===== src/rtl/reaction_timer_if.sv =====
// reaction_timer_if
//   Command/status bundle between the reaction-game controller and the
//   reaction_timer back-end.
//
//   Controller -> timer : start_delay, cancel, start_timer, stop_timer
//   Timer -> controller : delay_done (1-cycle pulse), elapsed_time[13:0] (ms),
//                         running, overflow
//
//   modport master : the game controller side
//   modport slave  : the reaction_timer side
interface reaction_timer_if;
    logic        start_delay;
    logic        cancel;
    logic        start_timer;
    logic        stop_timer;
    logic        delay_done;
    logic [13:0] elapsed_time;
    logic        running;
    logic        overflow;

    modport master (
        output start_delay, cancel, start_timer, stop_timer,
        input  delay_done, elapsed_time, running, overflow
    );

    modport slave (
        input  start_delay, cancel, start_timer, stop_timer,
        output delay_done, elapsed_time, running, overflow
    );
endinterface


===== src/rtl/reaction_timer.sv =====
// reaction_timer
//   Timing back-end for the reaction-time game. Two independent engines:
//     - a random foreperiod generator that emits a one-cycle delay_done pulse
//       MIN_DELAY_MS .. MIN_DELAY_MS+RANGE_MASK ms after start_delay
//       (abortable with cancel, which outranks start_delay);
//     - a millisecond reaction counter cleared/started by start_timer, frozen
//       by stop_timer, saturating at 9999 with an overflow flag.
//   A free-running 16-bit Galois LFSR supplies the random part of the delay.
//
//   Ports:
//     clk   : system clock, all state changes on the rising edge
//     reset : asynchronous, active-high reset
//     bus   : reaction_timer_if.slave (commands in, delay_done /
//             elapsed_time / running / overflow out, all registered)
//
//   Parameters:
//     TICK_DIV     : clock cycles per ms tick (>= 2)
//     MIN_DELAY_MS : minimum foreperiod in ms
//     RANGE_MASK   : mask on LFSR bits [10:0] forming the random part
//     LFSR_SEED    : non-zero LFSR reset value
module reaction_timer #(
    parameter int          TICK_DIV     = 10000,
    parameter logic [11:0] MIN_DELAY_MS = 12'd1000,
    parameter logic [10:0] RANGE_MASK   = 11'h7FF,
    parameter logic [15:0] LFSR_SEED    = 16'hACE1
) (
    input logic             clk,
    input logic             reset,
    reaction_timer_if.slave bus
);

    localparam int unsigned    PW        = (TICK_DIV > 1) ? $clog2(TICK_DIV) : 1;
    localparam logic [PW-1:0]  TICK_LAST = PW'(TICK_DIV - 1);
    localparam logic [13:0]    MAX_MS    = 14'd9999;

    localparam logic [0:0] D_IDLE  = 1'b0;
    localparam logic [0:0] D_COUNT = 1'b1;

    localparam logic [1:0] T_IDLE = 2'd0;
    localparam logic [1:0] T_RUN  = 2'd1;
    localparam logic [1:0] T_HOLD = 2'd2;

    logic [15:0]   lfsr_q, lfsr_d;

    logic [0:0]    dState_q, dState_d;
    logic [11:0]   remaining_q, remaining_d;
    logic [PW-1:0] dPresc_q, dPresc_d;
    logic          delayDone_q, delayDone_d;

    logic [1:0]    tState_q, tState_d;
    logic [13:0]   elapsed_q, elapsed_d;
    logic [PW-1:0] tPresc_q, tPresc_d;
    logic          overflow_q, overflow_d;

    logic          dTick;
    logic          tTick;

    // A tick fires on the edge where the prescaler wraps, i.e. TICK_DIV
    // edges after the edge that cleared it.
    assign dTick = (dPresc_q == TICK_LAST);
    assign tTick = (tPresc_q == TICK_LAST);

    // Galois LFSR, x^16+x^14+x^13+x^11, free-running every clock.
    always_comb begin
        lfsr_d = {1'b0, lfsr_q[15:1]};
        if (lfsr_q[0]) begin
            lfsr_d = lfsr_d ^ 16'hB400;
        end
    end

    // Foreperiod engine. cancel outranks start_delay; a start_delay while
    // already counting simply recaptures a fresh random value.
    always_comb begin
        dState_d    = dState_q;
        remaining_d = remaining_q;
        dPresc_d    = dPresc_q;
        delayDone_d = 1'b0;
        if (bus.cancel) begin
            dState_d = D_IDLE;
            dPresc_d = '0;
        end else if (bus.start_delay) begin
            remaining_d = MIN_DELAY_MS + {1'b0, lfsr_q[10:0] & RANGE_MASK};
            dPresc_d    = '0;
            dState_d    = D_COUNT;
        end else if (dState_q == D_COUNT) begin
            if (dTick) begin
                dPresc_d    = '0;
                remaining_d = remaining_q - 12'd1;
                // <= 1 so a zero-length delay still ends instead of wrapping.
                if (remaining_q <= 12'd1) begin
                    remaining_d = '0;
                    delayDone_d = 1'b1;
                    dState_d    = D_IDLE;
                end
            end else begin
                dPresc_d = dPresc_q + PW'(1);
            end
        end
    end

    // Reaction counter. start_timer outranks stop_timer; a stop on a tick
    // edge discards that tick so the frozen value is the pre-edge value.
    always_comb begin
        tState_d   = tState_q;
        elapsed_d  = elapsed_q;
        tPresc_d   = tPresc_q;
        overflow_d = overflow_q;
        if (bus.start_timer) begin
            tState_d   = T_RUN;
            elapsed_d  = '0;
            tPresc_d   = '0;
            overflow_d = 1'b0;
        end else if (tState_q == T_RUN) begin
            if (bus.stop_timer) begin
                tState_d = T_HOLD;
            end else if (tTick) begin
                tPresc_d = '0;
                if (elapsed_q < MAX_MS) begin
                    elapsed_d = elapsed_q + 14'd1;
                    if (elapsed_q == MAX_MS - 14'd1) begin
                        overflow_d = 1'b1;
                    end
                end else begin
                    overflow_d = 1'b1;
                end
            end else begin
                tPresc_d = tPresc_q + PW'(1);
            end
        end
    end

    always_ff @(posedge clk or posedge reset) begin
        if (reset) begin
            lfsr_q      <= LFSR_SEED;
            dState_q    <= D_IDLE;
            remaining_q <= '0;
            dPresc_q    <= '0;
            delayDone_q <= 1'b0;
            tState_q    <= T_IDLE;
            elapsed_q   <= '0;
            tPresc_q    <= '0;
            overflow_q  <= 1'b0;
        end else begin
            lfsr_q      <= lfsr_d;
            dState_q    <= dState_d;
            remaining_q <= remaining_d;
            dPresc_q    <= dPresc_d;
            delayDone_q <= delayDone_d;
            tState_q    <= tState_d;
            elapsed_q   <= elapsed_d;
            tPresc_q    <= tPresc_d;
            overflow_q  <= overflow_d;
        end
    end

    assign bus.delay_done   = delayDone_q;
    assign bus.elapsed_time = elapsed_q;
    assign bus.running      = (tState_q == T_RUN);
    assign bus.overflow     = overflow_q;

endmodule


===== src/flat_wrapper.sv =====
// flat-port wrapper written by rule: the top's interface ports become plain ports
module reaction_timer_flat 
#(
    parameter int          TICK_DIV     = 10000,
    parameter logic [11:0] MIN_DELAY_MS = 12'd1000,
    parameter logic [10:0] RANGE_MASK   = 11'h7FF,
    parameter logic [15:0] LFSR_SEED    = 16'hACE1
)
  (clk, reset, bus_start_delay, bus_cancel, bus_start_timer, bus_stop_timer, bus_delay_done, bus_elapsed_time, bus_running, bus_overflow);
  reaction_timer_if bus_i ();
  input logic clk;
  input logic reset;
  input wire logic [$bits(bus_i.start_delay)-1:0] bus_start_delay;
  input wire logic [$bits(bus_i.cancel)-1:0] bus_cancel;
  input wire logic [$bits(bus_i.start_timer)-1:0] bus_start_timer;
  input wire logic [$bits(bus_i.stop_timer)-1:0] bus_stop_timer;
  output wire logic [$bits(bus_i.delay_done)-1:0] bus_delay_done;
  output wire logic [$bits(bus_i.elapsed_time)-1:0] bus_elapsed_time;
  output wire logic [$bits(bus_i.running)-1:0] bus_running;
  output wire logic [$bits(bus_i.overflow)-1:0] bus_overflow;
  assign bus_i.start_delay = bus_start_delay;
  assign bus_i.cancel = bus_cancel;
  assign bus_i.start_timer = bus_start_timer;
  assign bus_i.stop_timer = bus_stop_timer;
  assign bus_delay_done = bus_i.delay_done;
  assign bus_elapsed_time = bus_i.elapsed_time;
  assign bus_running = bus_i.running;
  assign bus_overflow = bus_i.overflow;
  reaction_timer #(.TICK_DIV(TICK_DIV), .MIN_DELAY_MS(MIN_DELAY_MS), .RANGE_MASK(RANGE_MASK), .LFSR_SEED(LFSR_SEED)) u_core (.clk(clk), .reset(reset), .bus(bus_i));
endmodule

===== config.mk =====
export PLATFORM = sky130hd
export DESIGN_NAME = reaction_timer_flat
export DESIGN_NICKNAME = d
export VERILOG_FILES = /design/src/rtl/reaction_timer_if.sv /design/src/rtl/reaction_timer.sv /design/src/flat_wrapper.sv
export SDC_FILE = /design/constraint.sdc
export NUM_CORES = 1
export LEC_CHECK = 0
export CORE_MARGIN = 1.5
export CORE_UTILIZATION = 52
export DETAILED_ROUTE_END_ITERATION = 10
export PLACE_DENSITY_LB_ADDON = 0.1
export SETUP_SLACK_MARGIN = 0.5
export SLEW_MARGIN = 0
export SYNTH_ARGS = -nofsm -noshare
export SYNTH_HDL_FRONTEND = slang
export SYNTH_SLANG_ARGS = --single-unit

===== constraint.sdc =====
create_clock -name clk -period 3.4 [get_ports clk]
set_input_delay 0.51 -clock clk [delete_from_list [all_inputs] [get_ports clk]]
set_output_delay 0.51 -clock clk [all_outputs]
set_load 0.1 [all_outputs]

==> results of run 1 <==
-- final cells by class --
class                   instances  area, um^2
clock inverters                 7        73.8
clock buffers                   9         124
well taps                      99         124
fillers                       628        2800
repair buffers                 31         288
inverters                       9        33.8
multi-input cells             297        1880
flip-flops and latches         75        1890
-- power by group --
part / total, uW / internal, uW / leakage (uW) / switching [uW]
Clock: 688 / 343 / 0.000100 / 346
Combinational: 166 / 61.9 / 0.000720 / 104
Sequential: 950 / 919 / 0.000990 / 31.9
Total: 1800 / 1320 / 0.00181 / 481
-- worst paths after layout --
path	from	endpoint	slack, ns	cells after the start
max reg2reg	u_core.tPresc_q[5]	u_core.bus.elapsed_time[11]	0.74	5
min	u_core.lfsr_q[12]	u_core.lfsr_q[11]	0.37	0
min in group asynchronous	reset	u_core.remaining_q[7]	0.61	2
max in group asynchronous	reset	u_core.tPresc_q[12]	2.01	3
min reg2reg	u_core.lfsr_q[12]	u_core.lfsr_q[11]	0.37	0
max	u_core.tPresc_q[5]	u_core.bus.elapsed_time[11]	0.74	5
-- sequential cells by signal, summed over array words and instances, names as in the netlist --
register,flops
u_core.tState_q,2
u_core.bus.overflow,1
u_core.tPresc_q,14
u_core.remaining_q,12
u_core.dState_q,1
u_core.lfsr_q,16
u_core.dPresc_q,14
u_core.bus.elapsed_time,14
u_core.bus.delay_done,1
-- kinds of logic (layout without fill, tap and decap cells) --
logic type | Yosys count | in the layout | synth area share [%]
xor+xnor | 36 | 36 | 8.15
flops | 75 | 75 | 48.8
simple gates | 178 | 178 | 25.0
mux | 1 | 1 | 0.291
compound gates | 75 | 75 | 13.0
fa+ha+maj | 7 | 7 | 2.26
buf+inv | 23 | 56 | 2.49
-- routing by layer --
metal	up-vias	GRT usage (%)	wire length [um]
li1	1485	-	-
met1	1516	29.4	3620
met2	35	34.7	3730
met3	9	5.82	236
met4	0	6.43	93
met5	-	0	0
-- cells in the final DEF, fill, tap and decap left out, types with 4 or more instances in the layout --
cell type	synthesis	routed
dfrtp_1	67	67
nor2_1	44	44
nand2_1	31	31
clkdlybuf4s50_1	0	22
nand3_1	21	21
xor2_1	20	20
nor3_1	16	16
xnor2_1	16	16
a21oi_1	14	14
o21ai_1	13	13
or3_1	9	9
o21ai_0	9	9
clkbuf_8	0	9
buf_4	0	9
inv_1	9	8
nand4_1	8	8
and3_1	8	8
dfstp_2	8	8
nor4_2	7	7
ha_1	7	7
a22o_1	6	6
nor3b_1	5	5
nor4_1	5	5
or4_1	4	4
-- through the flow --
stage	area [um^2]	setup WS [ns]	instances	util, %	hold WS [ns]
after floorplan	3870	0.735	395	-	0.333
after global placement	4220	0.780	511	58.4	0.340
after detailed placement	4220	0.761	511	58.4	0.346
after CTS	4410	0.735	527	61.2	0.372
after global routing	4410	0.651	527	61.2	0.384
final	4410	0.741	527	61.2	0.367
-- critical path, delay by kind of cell (launching register included) --
| kind | cells | cell delay [ns] |
|---|---|---|
| and+or+nand+nor | 3 | 1.74 |
| AOI/OAI and AO/OA | 2 | 0.36 |
| DFF | 1 | 0.44 |
==> results.cfg, run 1 <==
[clock_tree]
cts_tree = done
numCtsBuffers = 9
clk_latency_ns = 0.35
cts-root-buf = clkbuf_8
cts_hold_buf = 0
cts.sinks = 75
postCtsSetupBuffers = 0
clkTransAtPathRegs_ns = 0.09
htree_levels = 3
cts_resized = 0
clk_path_buf_depth = 2

[synthesis]
netlist_area_um2 = 3870
synth_top_area_share_pct = 43.4
synthesis.instances = 395
synth_most_common_cell = dfrtp_1
synth_edf_count = 0
ys_ff_latch = 75
ys_seq_area_share_pct = 48.8
yosysTopAreaCell = dfrtp_1
yosys-top-cells-count = 67 x dfrtp_1, 44 x nor2_1, 31 x nand2_1, 21 x nand3_1, 20 x xor2_1
synthArstFlopShare_pct = 100
yosysUniqueCellTypes = 57
synth_area_leaders = dfrtp_1 43%, dfstp_2 5.4%, xor2_1 4.5%
synthFlopType = dfrtp_1
synth_warnings = 0
syn_avg_cell_area_um2 = 9.79
synthesis.nets = 408

[global_routing]
antenna_found_initial = 0
grt_pass1_wl_mm = 13.5
grt_usage_pct = 21.8
grt_max_degree = 37
grt-ovfl-total = 0
grt_pass1_vias = 2915

[place]
hpwl_mm = 5.47
numPortBuffers = 22
routabilityCongestion = 0.813

[critical_path]
startpoint_type = flop
slowest_delay_ns = 0.73
cp_data_arrival_time_ns = 2.90
slowest_stage = or4_1
cp_cell_sequence = or4_1, or4_1, or3_4, o21a_1, o21a_1
crit_required_ns = 3.64
worstSetupPathType = reg -> reg
critPathCaptureType = flop
crit_fanout = 16

[drt]
drtIter0Drc = 99
post_drt_wl_per_cell_um = 14.6
dr.pass1.iters = 5
drc = 0
vias = 3045
ant_nets = 0
routed_via_density = 5.78
drt-total-wl_mm = 7.68

[floorplan]
ios = 23
rows = 31
die_w_um = 89.2
core_area_um2 = 7210
die_area_um2 = 7960
start_util_pct = 53.6
die-height_um = 89.2

[timing]
hold_viol_final = 0
min_period_over_period_pct = 78.2
clock.fmax_mhz = 376
fin_skew_ns = 0.0123
setup_viol = 0
period_needed_ns = 2.66
rsz0062_at_grt = no
finalSetupTns_ns = 0
final_max_slew_viol_count = 0
tightest_slew_ns = 0.972
max-slew-margin-rel_pct = 35.0

[power]
pwr_density_cell_nw_per_um2 = 409
finalPower_uw = 1800
irDropWorstVdd_mv = 0.269
p_leak_uw = 0.00181

[final_layout]
drive_above_1_share_pct = 10.3
syn_to_final_growth_pct = 14.1
final_net_count = 436
n_antenna_cell = 0

[job]
drv_cap = 0

[status]
status = complete, no violations

[worst_hold_path]
hp-class = reg -> reg
(Power assumes the default switching activity.)
==> run 2: changes to the inputs <==
clock period = 2.71 ns   (was 3.4 ns; I/O delays follow)
==> results.cfg, run 2 (same netlist as run 1, synthesis figures left out) <==
[timing]
tightest_slew_ns = 0.724
hold-worst-slack_ns = 0.363
fin_skew_ns = 0.0157
max-slew-margin-rel_pct = 51.6
period_needed_ns = 2.23
setup_viol = 0
clock.fmax_mhz = 448
hold_viol_final = 0
min_period_over_period_pct = 82.3
finalSetupTns_ns = 0
final_max_slew_viol_count = 0
rsz0062_at_grt = yes

[floorplan]
ios = 23
die_area_um2 = 7960
core_area_um2 = 7210
start_util_pct = 53.6
die-height_um = 89.2
rows = 31
die_w_um = 89.2

[status]
status = complete, no violations

[critical_path]
worst-path-buf-inv = 0
path_common_cell = o21a_1
crit_required_ns = 2.95
crit_fanout = 4
cp_data_arrival_time_ns = 2.47
worstSetupPathType = reg -> reg
cp_cell_sequence = or4_1, or4_4, or3_4, o21a_1, o21a_1
slowest_delay_ns = 0.51
path_delay_family = simple AND/OR/NAND/NOR gates
critPathCaptureType = flop
slowest_stage = or4_1
startpoint_type = flop

[final_layout]
multi_input_area_um2 = 2040
n_antenna_cell = 0
fin_util_pct = 64.4
syn_to_final_growth_pct = 20.1
fillers = 596
regMostFlops = u_core.lfsr_q
fin_cells = 535
largest_register_ffs = 16
regArea_um2 = 1900
mostFrequentLayoutCell = dfrtp_1
drive_above_1_share_pct = 20.6
final_net_count = 444
final_cell_mix = 57 x dfrtp_1, 44 x nor2_1, 31 x nand2_1, 31 x buf_4, 21 x nand3_1

[global_routing]
gr-usage-met2_pct = 33.0
grt_usage_pct = 21.6
grt.busiest_layer = met2
grt_pass1_wl_mm = 13.5
gr-usage-met3_pct = 3.23
grt_max_degree = 45
grt-ovfl-total = 0
grt_pass1_vias = 2886
antenna_found_initial = 0
grt.met1_usage_pct = 30.8

[power]
p_sw_uw = 606
p_clk_share_pct = 38.8
swShare_pct = 26.0
seq_power_share_pct = 51.3
pwr_density_cell_nw_per_um2 = 502
p_comb_share_pct = 9.9
finalPower_uw = 2330
irDropWorstVdd_mv = 0.298
intPower_uw = 1730
p_leak_uw = 0.00196

[drt]
drtIter0Drc = 156
drt-total-wl_mm = 8.20
routed_via_density = 5.87
vias = 3143
dr.pass1.iters = 5
drc = 0
ant_nets = 0
post_drt_wl_per_cell_um = 15.3

[clock_tree]
cts_hold_buf = 0
clk_path_buf_depth = 2
clk_latency_ns = 0.34
cts.sinks = 75
clkTransAtPathRegs_ns = 0.09
numCtsBuffers = 9
cts-root-buf = clkbuf_8
htree_levels = 3
cts_tree = done

[worst_hold_path]
hp-class = reg -> reg

[job]
drv_cap = 0

[place]
routabilityCongestion = 0.827
numPortBuffers = 22
place_inst = 514
hpwl_mm = 5.59
run 2: cell types whose count changed in the layout (fill, tap and decap cells not counted), moves of 5 or more:
cell	delta
clkdlybuf4s50_1	-17
nor4_2	-5
dfrtp_2	+10
nor4_4	+7
buf_4	+22
dfrtp_1	-10
run 2: power groups by stage:
stage / Sequential [uW] / Combinational [uW] / Clock, uW
final: 1200 / 231 / 904
after global routing: 1200 / 260 / 975
after CTS: 1190 / 222 / 923
after detailed placement: 1210 / 216 / 0
after global placement: 1210 / 210 / 0
after floorplan: 1200 / 158 / 0
run 2: layout make-up:
type                            instances  share of cell area, %
Clock buffer                           11                   3.26
Inverter                                9                  0.808
Tap cell                               99                   2.67
Sequential cell                        75                   40.9
Timing Repair Buffer                   39                   7.19
Clock inverter                          5                   1.29
Multi-Input combinational cell        297                   43.9
run 2: final timing paths:
kind | start | endpoint | slack, ns | depth (start not counted)
max | u_core.tPresc_q[4] | u_core.bus.elapsed_time[11] | 0.48 | 5
min | u_core.lfsr_q[12] | u_core.lfsr_q[11] | 0.36 | 0
max reg2reg | u_core.tPresc_q[4] | u_core.bus.elapsed_time[11] | 0.48 | 5
min reg2reg | u_core.lfsr_q[12] | u_core.lfsr_q[11] | 0.36 | 0
max in group asynchronous | reset | u_core.lfsr_q[7] | 1.49 | 3
min in group asynchronous | reset | u_core.tPresc_q[3] | 0.52 | 2
run 2: per-stage QoR:
step                      area [um^2]  setup WS, ns
after floorplan                  3900         0.409
after global placement           4240         0.389
after detailed placement         4240         0.355
after CTS                        4520         0.489
after global routing             4650         0.410
final                            4650         0.479
run 2: what timing repair did:
action | in CTS | in global routing
endpoints found under the setup margin | 14 | 21
pin swaps | 1 | 4
buffers inserted | 2 | 3
resized for setup | 10 | 12
run 2: layer usage:
layer / vias up / wire [um]
met5: - / 0
met4: 0 / 137
met3: 14 / 227
met2: 70 / 3880
met1: 1557 / 3950
li1: 1502 / -
==> run 3: changes to the inputs <==
clock period = 1.8 ns   (was 2.71 ns; I/O delays follow)
==> results.cfg, run 3 (same netlist as run 1, synthesis figures left out) <==
[critical_path]
critPathCaptureType = flop
worstSetupPathType = reg -> reg
startpoint_type = flop
cp_data_arrival_time_ns = 2.52
crit_fanout = 15
crit_required_ns = 2.03

[timing]
fin_ws_ns = -0.494
tightest_slew_ns = 0.465
hold_viol_final = 0
fin_skew_ns = 0.0144
rsz0062_at_grt = yes
period_needed_ns = 2.29
clock.fmax_mhz = 436
min_period_over_period_pct = 127
max-slew-margin-rel_pct = 68.9
hold-worst-slack_ns = 0.358
setup_viol = 40
final_max_slew_viol_count = 0

[clock_tree]
cts_tree = done
htree_levels = 3
clk_path_buf_depth = 2
numCtsBuffers = 9
cts-root-buf = clkbuf_8
clkTransAtPathRegs_ns = 0.09
cts_hold_buf = 0
cts.sinks = 75
clk_latency_ns = 0.35

[final_layout]
fin_util_pct = 86.4
n_antenna_cell = 0
mostFrequentLayoutCell = buf_4
final_net_count = 553
largest_register_ffs = 16
fillers = 352
multi_input_area_um2 = 2450
finish.instance_area_um2 = 6230
regMostFlops = u_core.lfsr_q
final_cell_mix = 99 x buf_4, 52 x dfrtp_1, 36 x nor2_1, 28 x nand2_1, 25 x buf_6
regArea_um2 = 1910
syn_to_final_growth_pct = 61.1
drive_above_1_share_pct = 48.8

[floorplan]
ios = 23
die_w_um = 89.2
die-height_um = 89.2
core_area_um2 = 7210
rows = 31
die_area_um2 = 7960
start_util_pct = 53.6

[global_routing]
grt_pass1_wl_mm = 17.4
grt_max_degree = 76
grt_pass1_vias = 3745
antenna_found_initial = 0
grt_usage_pct = 28.5
grt-ovfl-total = 0

[drt]
drtIter0Drc = 306
drt-total-wl_mm = 12.2
drc = 0
vias = 3819
ant_nets = 0
routed_via_density = 5.93
dr.pass1.iters = 5
post_drt_wl_per_cell_um = 18.9

[power]
seq_power_share_pct = 42.0
finalPower_uw = 4220
p_clk_share_pct = 39.8
irDropWorstVdd_mv = 0.890
intPower_uw = 3140
p_sw_uw = 1070
p_comb_share_pct = 18.2
swShare_pct = 25.5
p_leak_uw = 0.00268
pwr_density_cell_nw_per_um2 = 677

[job]
drv_cap = 0

[place]
hpwl_mm = 6.89
numPortBuffers = 22
dpl_cell_area_um2 = 5290
post-place-ws_ns = -0.528
routabilityCongestion = 0.863

[status]
status = finished with violations
violations = setup timing

[worst_hold_path]
hp-class = reg -> reg
[run 3: cell types whose count changed in the layout (fill, tap and decap cells not counted), moves of 7 or more]
cell,delta
buf_6,+24
nand3_1,-7
nor2_1,-8
buf_12,+16
buf_4,+68
nor3_1,-7
[run 3: through the flow]
stage	instances	setup TNS, ns
detailed placement	603	-12.54
floorplan	395	-7.34
CTS	630	-9.26
finish	644	-10.88
global route	644	-13.52
global placement	603	-10.11
[run 3: final cells by class]
| class | instances | area share, % |
|---|---|---|
| Inverter | 9 | 0.723 |
| Sequential cell | 75 | 30.7 |
| Clock inverter | 4 | 1.53 |
| Tap cell | 99 | 1.99 |
| Timing Repair Buffer | 147 | 23.0 |
| Multi-Input combinational cell | 298 | 39.4 |
| Clock buffer | 12 | 2.65 |
[run 3: final timing paths]
check	from	endpoint	slack (ns)	cells after the start
max in group asynchronous	reset	u_core.lfsr_q[15]	1.07	3
max	u_core.tPresc_q[4]	u_core.bus.elapsed_time[8]	-0.49	6
min	u_core.lfsr_q[12]	u_core.lfsr_q[11]	0.36	0
min reg2reg	u_core.lfsr_q[12]	u_core.lfsr_q[11]	0.36	0
max reg2reg	u_core.tPresc_q[4]	u_core.bus.elapsed_time[8]	-0.49	6
min in group asynchronous	reset	u_core.dPresc_q[6]	0.38	3
[run 3: worst max-delay path, cell delays in order (launching register included)]
cell and delay [ns]:
dfrtp_1 0.38, or4_4 0.53, or4_4 0.45, buf_12 0.19, nor4b_4 0.30, xnor2_1 0.21
nor2_1 0.10
[run 3: per-layer routing]
layer	wire [um]	vias to the layer above	global-route usage (%)	share of wire, %
li1	-	1725	-	-
met4	476	0	12.2	3.9
met3	584	55	4.34	4.8
met2	6200	145	49.5	51
met1	4900	1894	35.3	40
met5	0	-	0	0
[run 3: power by group through the flow]
stage               Combinational, uW  Sequential [uW]  Clock [uW]
global placement                  544             1790           0
finish                            766             1770        1680
floorplan                         284             1810           0
global route                      813             1780        1760
detailed placement                562             1800           0
CTS                               688             1770        1660
[run 3: what timing repair did]
item / CTS / global route
hold endpoints to repair: 0 / 0
pin swaps: 24 / 23
cloned: 1 / 1
setup endpoints to repair: 64 / 66
setup buffers: 10 / 13
resized for setup: 73 / 36
